$ cat src/rtl/store_pack_buffer_pkg.sv
// Shared definitions for the store pack buffer: store op codes, byte-enable
// patterns and the FIFO entry layout.
package store_pack_buffer_pkg;

    localparam logic [1:0] OP_SW  = 2'b00;
    localparam logic [1:0] OP_SH  = 2'b01;
    localparam logic [1:0] OP_SB  = 2'b10;
    localparam logic [1:0] OP_ILL = 2'b11;

    localparam logic [3:0] BE_WORD    = 4'b1111;
    localparam logic [3:0] BE_HALF_LO = 4'b0011;
    localparam logic [3:0] BE_HALF_HI = 4'b1100;

    typedef struct packed {
        logic [31:0] addr;
        logic [3:0]  byteen;
        logic [31:0] wdata;
    } entry_t;

endpackage

$ cat src/rtl/store_lane_pack.sv
// Combinational lane placement for sw/sh/sb: replicates sub-word data across
// the word and selects the byte lanes, flagging illegal or misaligned stores.
module store_lane_pack
    import store_pack_buffer_pkg::*;
(
    input  logic [1:0]  op_i,
    input  logic [1:0]  addr_lo_i,
    input  logic [31:0] wdata_i,
    output logic [3:0]  byteen_o,
    output logic [31:0] data_o,
    output logic        reject_o
);

    always_comb begin
        byteen_o = '0;
        data_o   = '0;
        reject_o = 1'b0;
        case (op_i)
            OP_SW: begin
                byteen_o = BE_WORD;
                data_o   = wdata_i;
                reject_o = (addr_lo_i != 2'b00);
            end
            OP_SH: begin
                byteen_o = addr_lo_i[1] ? BE_HALF_HI : BE_HALF_LO;
                data_o   = {2{wdata_i[15:0]}};
                reject_o = addr_lo_i[0];
            end
            OP_SB: begin
                byteen_o = 4'b0001 << addr_lo_i;
                data_o   = {4{wdata_i[7:0]}};
            end
            default: begin
                reject_o = 1'b1;
            end
        endcase
    end

endmodule

$ cat src/rtl/store_pack_buffer.sv
// Store request queue toward the data-memory write port: packs sub-word stores
// onto byte lanes, queues them in a small FIFO and reports rejected stores.
module store_pack_buffer
    import store_pack_buffer_pkg::*;
#(
    parameter int DEPTH = 2,
    parameter int CNT_W = $clog2(DEPTH + 1)
) (
    input  logic             clk,
    input  logic             reset,
    input  logic             flush,
    input  logic             req_valid,
    output logic             req_ready,
    input  logic [1:0]       req_op,
    input  logic [31:0]      req_addr,
    input  logic [31:0]      req_wdata,
    output logic             mem_valid,
    input  logic             mem_ready,
    output logic [31:0]      mem_addr,
    output logic [3:0]       mem_byteen,
    output logic [31:0]      mem_wdata,
    output logic             exc_valid,
    output logic [31:0]      exc_addr,
    output logic [CNT_W-1:0] count
);

    localparam int PTR_W = $clog2(DEPTH);

    logic [PTR_W-1:0] wr_ptr_q, wr_ptr_d;
    logic [PTR_W-1:0] rd_ptr_q, rd_ptr_d;
    logic [CNT_W-1:0] count_q, count_d;
    logic             exc_valid_q, exc_valid_d;
    logic [31:0]      exc_addr_q, exc_addr_d;

    entry_t mem_q [DEPTH];
    entry_t last_q;
    entry_t head;
    entry_t new_entry;

    logic [3:0]  pk_byteen;
    logic [31:0] pk_data;
    logic        pk_reject;
    logic        accept;
    logic        push;
    logic        pop;

    store_lane_pack u_lane_pack (
        .op_i      (req_op),
        .addr_lo_i (req_addr[1:0]),
        .wdata_i   (req_wdata),
        .byteen_o  (pk_byteen),
        .data_o    (pk_data),
        .reject_o  (pk_reject)
    );

    // Handshake: a request is consumed when req_valid && req_ready at a rising
    // edge; the head entry is consumed when mem_valid && mem_ready. req_ready
    // depends only on occupancy, never on mem_ready.
    assign req_ready = (count_q < CNT_W'(DEPTH));
    assign mem_valid = (count_q != '0);
    assign accept    = req_valid && req_ready;
    assign push      = accept && !pk_reject && !flush;
    assign pop       = mem_valid && mem_ready && !flush;

    assign new_entry = '{addr: {req_addr[31:2], 2'b00}, byteen: pk_byteen, wdata: pk_data};

    // Once the queue drains the port keeps showing the last head it presented.
    assign head       = mem_valid ? mem_q[rd_ptr_q] : last_q;
    assign mem_addr   = head.addr;
    assign mem_byteen = head.byteen;
    assign mem_wdata  = head.wdata;
    assign exc_valid  = exc_valid_q;
    assign exc_addr   = exc_addr_q;
    assign count      = count_q;

    always_comb begin
        wr_ptr_d    = wr_ptr_q;
        rd_ptr_d    = rd_ptr_q;
        count_d     = count_q;
        exc_valid_d = 1'b0;
        exc_addr_d  = exc_addr_q;
        if (flush) begin
            wr_ptr_d = '0;
            rd_ptr_d = '0;
            count_d  = '0;
        end else begin
            if (push) begin
                wr_ptr_d = wr_ptr_q + PTR_W'(1);
            end
            if (pop) begin
                rd_ptr_d = rd_ptr_q + PTR_W'(1);
            end
            count_d = count_q + CNT_W'(push) - CNT_W'(pop);
            if (accept && pk_reject) begin
                exc_valid_d = 1'b1;
                exc_addr_d  = req_addr;
            end
        end
    end

    always_ff @(posedge clk or negedge reset) begin
        if (!reset) begin
            wr_ptr_q    <= '0;
            rd_ptr_q    <= '0;
            count_q     <= '0;
            exc_valid_q <= 1'b0;
            exc_addr_q  <= '0;
            last_q      <= '0;
            for (int i = 0; i < DEPTH; i++) begin
                mem_q[i] <= '0;
            end
        end else begin
            wr_ptr_q    <= wr_ptr_d;
            rd_ptr_q    <= rd_ptr_d;
            count_q     <= count_d;
            exc_valid_q <= exc_valid_d;
            exc_addr_q  <= exc_addr_d;
            if (mem_valid) begin
                last_q <= head;
            end
            if (push) begin
                mem_q[wr_ptr_q] <= new_entry;
            end
        end
    end

endmodule

$ cat config.mk
export PLATFORM = sky130hd
export DESIGN_NAME = store_pack_buffer
export DESIGN_NICKNAME = d
export VERILOG_FILES = /design/src/rtl/store_pack_buffer_pkg.sv /design/src/rtl/store_lane_pack.sv /design/src/rtl/store_pack_buffer.sv
export SDC_FILE = /design/constraint.sdc
export NUM_CORES = 1
export LEC_CHECK = 0
export CAP_MARGIN = 30
export CORE_AREA = 2 2 156 234
export CTS_CLUSTER_DIAMETER = 50
export DETAILED_ROUTE_END_ITERATION = 8
export DIE_AREA = 0 0 158 236
export SYNTH_ARGS = -nofsm -noshare
export SYNTH_HDL_FRONTEND = slang
export SYNTH_SLANG_ARGS = --single-unit
export TNS_END_PERCENT = 5
$ cat constraint.sdc
create_clock -name clk -period 2.55 [get_ports clk]
set_input_delay 0.255 -clock clk [delete_from_list [all_inputs] [get_ports clk]]
set_output_delay 0.255 -clock clk [all_outputs]
set_load 0.1 [all_outputs]
# == Word level (Yosys, flattened, before mapping) ==
# Index checks and enable logic that the tools add are counted.
# op_classes
addsub,4
order_cmp,4
eq_ne,2
n_shift,1
n_mux,18
bitwise_logic,3
reduce_logical,15
# op_table
cell,n
$mux W68,5
$bwmux W136,1
$pmux W32 S3,1
$demux W68 S1,1
$pmux W4 S3,1
$reduce_bool A2 Y1,4
$logic_and A1 B1 Y1,7
$mux W1,6
$ge A2 B2 Y1 const B,2
$mux W4,1
$not A1 Y2,2
$shl A1 B2 Y4 const A,1
$pmux W1 S3,1
$add A1 B1 Y1 const B,2
$add A2 B1 Y2,1
$eq A2 B1 Y1 const B,1
$eq A2 B2 Y1 const B,1
$logic_not A1 Y1,2
$logic_not A2 Y1,1
$lt A2 B1 Y1 const B,1
$lt A2 B2 Y1 const B,1
$mux W2,1
$reduce_and A2 Y1,1
$sub A2 B1 Y2,1
$not A1 Y1,1
# totals
register_bits,241
in_bits,71
output_inout_bits,105
word_cells,61

# == Longest topological paths before layout ==
# Gate-level depths: netlist of run 1.
# logic_depth
ltp_word,8
ltp_mapped,10
depth_no_buf,8

# == Hierarchy ==
# Synthesis of run 1 repeated with hierarchy kept, for this count alone.
# unflattened
cells_unflattened,823
hier_area_um2,10428.8
# by_module_without_submodules
mod,instances,cells_each,area_per_inst_um2,seq_area_each_um2
store_pack_buffer,1,739,9917.0,5930.7
store_lane_pack,1,84,511.7,0.0

# == Worst setup path after synthesis of run 1 ==
# No wires, ideal clock.
# synth_path
kind,flip-flop to output port
start,reg count_q[1] (netlist: count[1])
end,out mem_addr[10]
arrival_ps,3687
required_time_ps,2295
slack_ps,-1392
stages_incl_launch_ff,5
path_buffers,2
path_cell_list,dfrtp_1 -> nor2_1 -> clkbuf_1 -> clkbuf_1 -> o21ai_0
# synth_via
elab_chain_cells,2
# synth_rtl
item,line,text
start: declaration,store_pack_buffer.sv:31,"logic [CNT_W-1:0] count_q, count_d;"
start signal: assignment,store_pack_buffer.sv:115,count_q <= count_d;
$reduce_bool A2 Y1,store_pack_buffer.sv:60,assign mem_valid = (count_q != '0);
$mux W68,store_pack_buffer.sv:68,assign head = mem_valid ? mem_q[rd_ptr_q] : last_q;
end: declaration,store_pack_buffer.sv:19,"output logic [31:0] mem_addr,"
# Every way passes these cells.

# == Worst setup path in the final report of run 1 ==
# layout_path
start,reg count_q[0] (netlist: count[0])
end,out mem_wdata[23]
# layout_via
elab_chain_cells,2
# layout_rtl
item,line,text
$reduce_bool A2 Y1,store_pack_buffer.sv:60,
$mux W68,store_pack_buffer.sv:68,
end: declaration,store_pack_buffer.sv:21,"output logic [31:0] mem_wdata,"
# Every way passes these cells.

==> results of run 1 <==
## cells in the final DEF, fill, tap and decap left out, types with 9 or more instances in the layout
master,Yosys,routed
and2_1,12,12
buf_12,0,81
buf_4,3,54
clkbuf_16,0,27
clkdlybuf4s50_1,0,69
dfrtp_1,237,234
inv_1,11,9
mux2_2,125,125
mux2_4,40,40
mux2i_1,82,82
nand2_1,78,77
o21ai_0,156,90
o21ai_2,0,66
## metrics by stage
stage | hold WS, ps | std cells | worst slack (ps)
2_1_floorplan | -40.59 | 826 | -229.9
3_3_place_gp | 232.6 | 1446 | 135.5
3_5_place_dp | 239.3 | 1446 | 121.1
4_1_cts | 254.1 | 1492 | 10.79
5_1_grt | 284.6 | 1504 | 56.44
6_report | 253.5 | 1504 | 158.0
## sequential cells by signal, indices dropped and copies added (netlist names)
signal	flops
exc_addr	32
count	2
rd_ptr_q	1
mem_q	132
wr_ptr_q	1
exc_valid	1
last_q	68
## cell type report
| cell class | instances | area [um^2] | area share (%) |
|---|---|---|---|
| clock buffers | 34 | 719.4 | 4.884 |
| clock inverters | 10 | 88.84 | 0.6030 |
| inverters | 11 | 48.80 | 0.3312 |
| multi-input cells | 523 | 4471 | 30.35 |
| flip-flops and latches | 237 | 5942 | 40.33 |
| well taps | 478 | 598.1 | 4.060 |
| repair buffers | 211 | 2864 | 19.44 |
## routing by layer
layer	wire (um)	part of all wire, %	vias to the layer above	GRT usage [%]
li1	-	-	3281	-
met4	539	2.1	0	4.313
met2	13450	51	149	24.43
met3	1095	4.2	31	2.131
met5	0	0	-	0
met1	11100	42	3466	18.03
## cells in the mapped netlist, types with 2 or more instances
library cell	count	area [um^2]
a21o_1	2	15.01
inv_1	11	41.29
and2_1	12	75.07
dfrtp_1	237	5931
o22ai_1	2	12.51
nor3_1	2	10.01
mux2i_1	82	820.8
buf_2	9	45.04
mux2_2	125	1408
nor2_1	6	22.52
clkbuf_1	31	116.4
buf_4	3	22.52
nand2_1	78	292.8
buf_6	8	90.09
mux2_4	40	600.6
o21ai_0	156	780.8
buf_1	4	15.01
nor2b_1	3	18.77
a21oi_1	2	10.01
nand2b_1	2	12.51
## critical path, cell delays in order, from the launching register on
cell and delay [ps]:
dfrtp_4 510, nor2_4 200, buf_12 220, buf_12 210, nand2_1 100, o21ai_2 120
buf_12 210
## report_power, final
| part | total (uW) | switching (uW) | leakage (uW) | internal, uW |
|---|---|---|---|---|
| clock | 3580 | 1510 | 0.000390 | 2070 |
| combinational | 10300 | 6780 | 0.00314 | 3540 |
| sequential | 5420 | 482 | 0.00298 | 4940 |
| total | 19300 | 8780 | 0.00650 | 10600 |
## worst min path at each step
| stage | startpoint | to | cells after the start |
|---|---|---|---|
| final | reset | mem_q[19] | 2 |
| after global routing | reset | mem_q[19] | 2 |
| after CTS | reset | exc_addr[0] | 2 |
| after detailed placement | reset | mem_q[19] | 1 |
| after global placement | reset | mem_q[19] | 1 |
| after floorplan | reset | exc_addr[0] | 0 |
## cells by family after synthesis
family | count (synthesis) | synth area share (%)
fa+ha+maj | 1 | 0.1194
simple gates | 108 | 4.755
compound gates | 165 | 8.040
buf+inv | 66 | 3.154
mux | 248 | 27.22
flops | 237 | 56.62
xor+xnor | 1 | 0.08364
## repair_timing
action,in CTS,in global routing
resized for setup,1,1
hold endpoints to repair,50,0
hold buffers,1,0
pin swaps,0,1
endpoints found under the setup margin,20,23
buffers inserted,0,10
cloned,1,2
==> impl_results.rst, run 1 <==
.. list-table::
   :header-rows: 1

   * - Metric
     - Value
   * - R2r startpoint
     - count[0]
   * - Worst Max-Slew Pin Slew
     - between 500 and 600 ps
   * - GRT overflow
     - 0
   * - Launch point of the worst path
     - count[0]
   * - Post-synthesis instance area
     - 10,470 um^2
   * - Reg-to-reg slack, setup
     - roughly 550 ps
   * - Clock buffer count from CTS
     - 25
   * - Buffer type at the clock tree root
     - clkbuf_16
   * - Outcome
     - completed
   * - Final-report hold violation count
     - 0
   * - Max-slew violation count
     - 0
   * - Max_cap viols
     - 0
   * - Share of the yosys chip area belonging to registers
     - between 50% and 60%
   * - Remaining antenna violation count
     - 0
   * - Combined global-route utilization of all metal layers
     - 14.11%
   * - Data required, critical path
     - between 2000 and 2500 ps
   * - CTS HTree Levels
     - 1
   * - Most frequently used flop master after synthesis
     - dfrtp_1
   * - Die area
     - 37,290 um^2
   * - Highest clock frequency the design can meet
     - between 400 and 500 MHz
   * - Via count
     - just under 7,000
   * - Final routed wirelength across all metal layers
     - 26.18 mm
   * - Cell Area, Placed
     - ~14,000 um^2
   * - FP Rows
     - 85
   * - Termination of the worst setup path
     - mem_wdata[23]
   * - Clock-pin slew on the worst setup and hold paths
     - roughly 60 ps
   * - Number of ports placed on the die boundary
     - 176
   * - Width of the die
     - between 150 and 200 um
   * - Portion of the clock cycle consumed by the worst path in the final layout
     - 93.80%
   * - Worst-path fanout max
     - 32
   * - Worst-case vdd ir drop
     - between 0.9 and 1 mV
   * - Register-to-Register Path Depth
     - 9
   * - Clock insertion delay at the later pin of the skew report
     - around 540 ps
   * - Ys async rst share
     - between 90% and 100%
   * - Final design instance area without fill
     - roughly 15,000 um^2
   * - Nets
     - between 1,000 and 1,500
   * - Vias in the first global route
     - 7,199
   * - Height of the die
     - approximately 240 um
   * - Worst slew margin relative to its limit
     - 61.01%
   * - Synth Instances
     - a little over 800
   * - Final Critical Period
     - 2392 ps
   * - Final setup TNS
     - 0 ps
   * - Leakage dissipation
     - ~0.0065 uW
   * - Final Util
     - 41.47%
   * - Final Setup Violations
     - 0
   * - Number of enable flip-flop cells after synthesis
     - 0
   * - YS warnings
     - 0
   * - Arrival time reported for the critical path endpoint
     - roughly 2100 ps
   * - Wire length of the first global-routing pass
     - ~40 mm
   * - Clock buffer depth
     - 3
   * - Core region area
     - roughly 36,000 um^2
   * - Weighted congestion reported at the end of routability-driven placement
     - 0.7584
   * - First-pass detailed-route iteration total
     - 4
   * - Initial core utilization
     - roughly 30%
   * - IO Port Bufs
     - roughly 180
   * - Mapped Nets
     - approximately 900
   * - Number of antenna violations at the first check in global routing
     - 0
   * - Class of the tightest hold or removal check
     - in -> async
   * - Post-synthesis sequential element count
     - between 200 and 250
   * - Mean instance size in the synthesized netlist
     - ~13 um^2
   * - Startpoint class of the critical path
     - flip-flop
   * - Filler Cells Inserted
     - about 3,400
   * - CTS tree
     - built
   * - Pin count of the biggest net entering global routing
     - 76
   * - Post-detailed-route wirelength per cell
     - about 17 um
   * - Final antenna diode count
     - 0
   * - CP Class
     - reg -> out
   * - Post-DP HPWL
     - 17.76 mm
   * - Setup Skew
     - 17.18 ps
   * - Area added between synthesis and finish
     - 40.65%
   * - Unrepaired setup endpoints after global routing
     - false
   * - Total power of the final layout
     - around 19,000 uW
   * - Endpoint of the worst register-to-register path
     - count[1]
   * - DR DRC count
     - 0
   * - Element type at the critical path end
     - output pin
   * - Avg Vias per Cell
     - ~4.6
   * - Number of distinct library cells after synthesis
     - 31
   * - Initial drt markers
     - between 300 and 400
   * - CTS sink count
     - 237
   * - Cell area power density
     - around 1300 nW/um^2
   * - Layout cell share with drive strength beyond 1
     - between 40% and 50%
(Power assumes the default switching activity.)
==> run 2: changes to the inputs <==
--- a/config.mk
+++ b/config.mk
@@ -10,6 +10,7 @@
 export CTS_CLUSTER_DIAMETER = 50
 export DETAILED_ROUTE_END_ITERATION = 8
 export DIE_AREA = 0 0 158 236
+export SLEW_MARGIN = 25
 export SYNTH_ARGS = -nofsm -noshare
 export SYNTH_HDL_FRONTEND = slang
 export SYNTH_SLANG_ARGS = --single-unit
==> results of run 2 <==
Same layout as run 1: the final DEF is identical, and so are final timing and power.
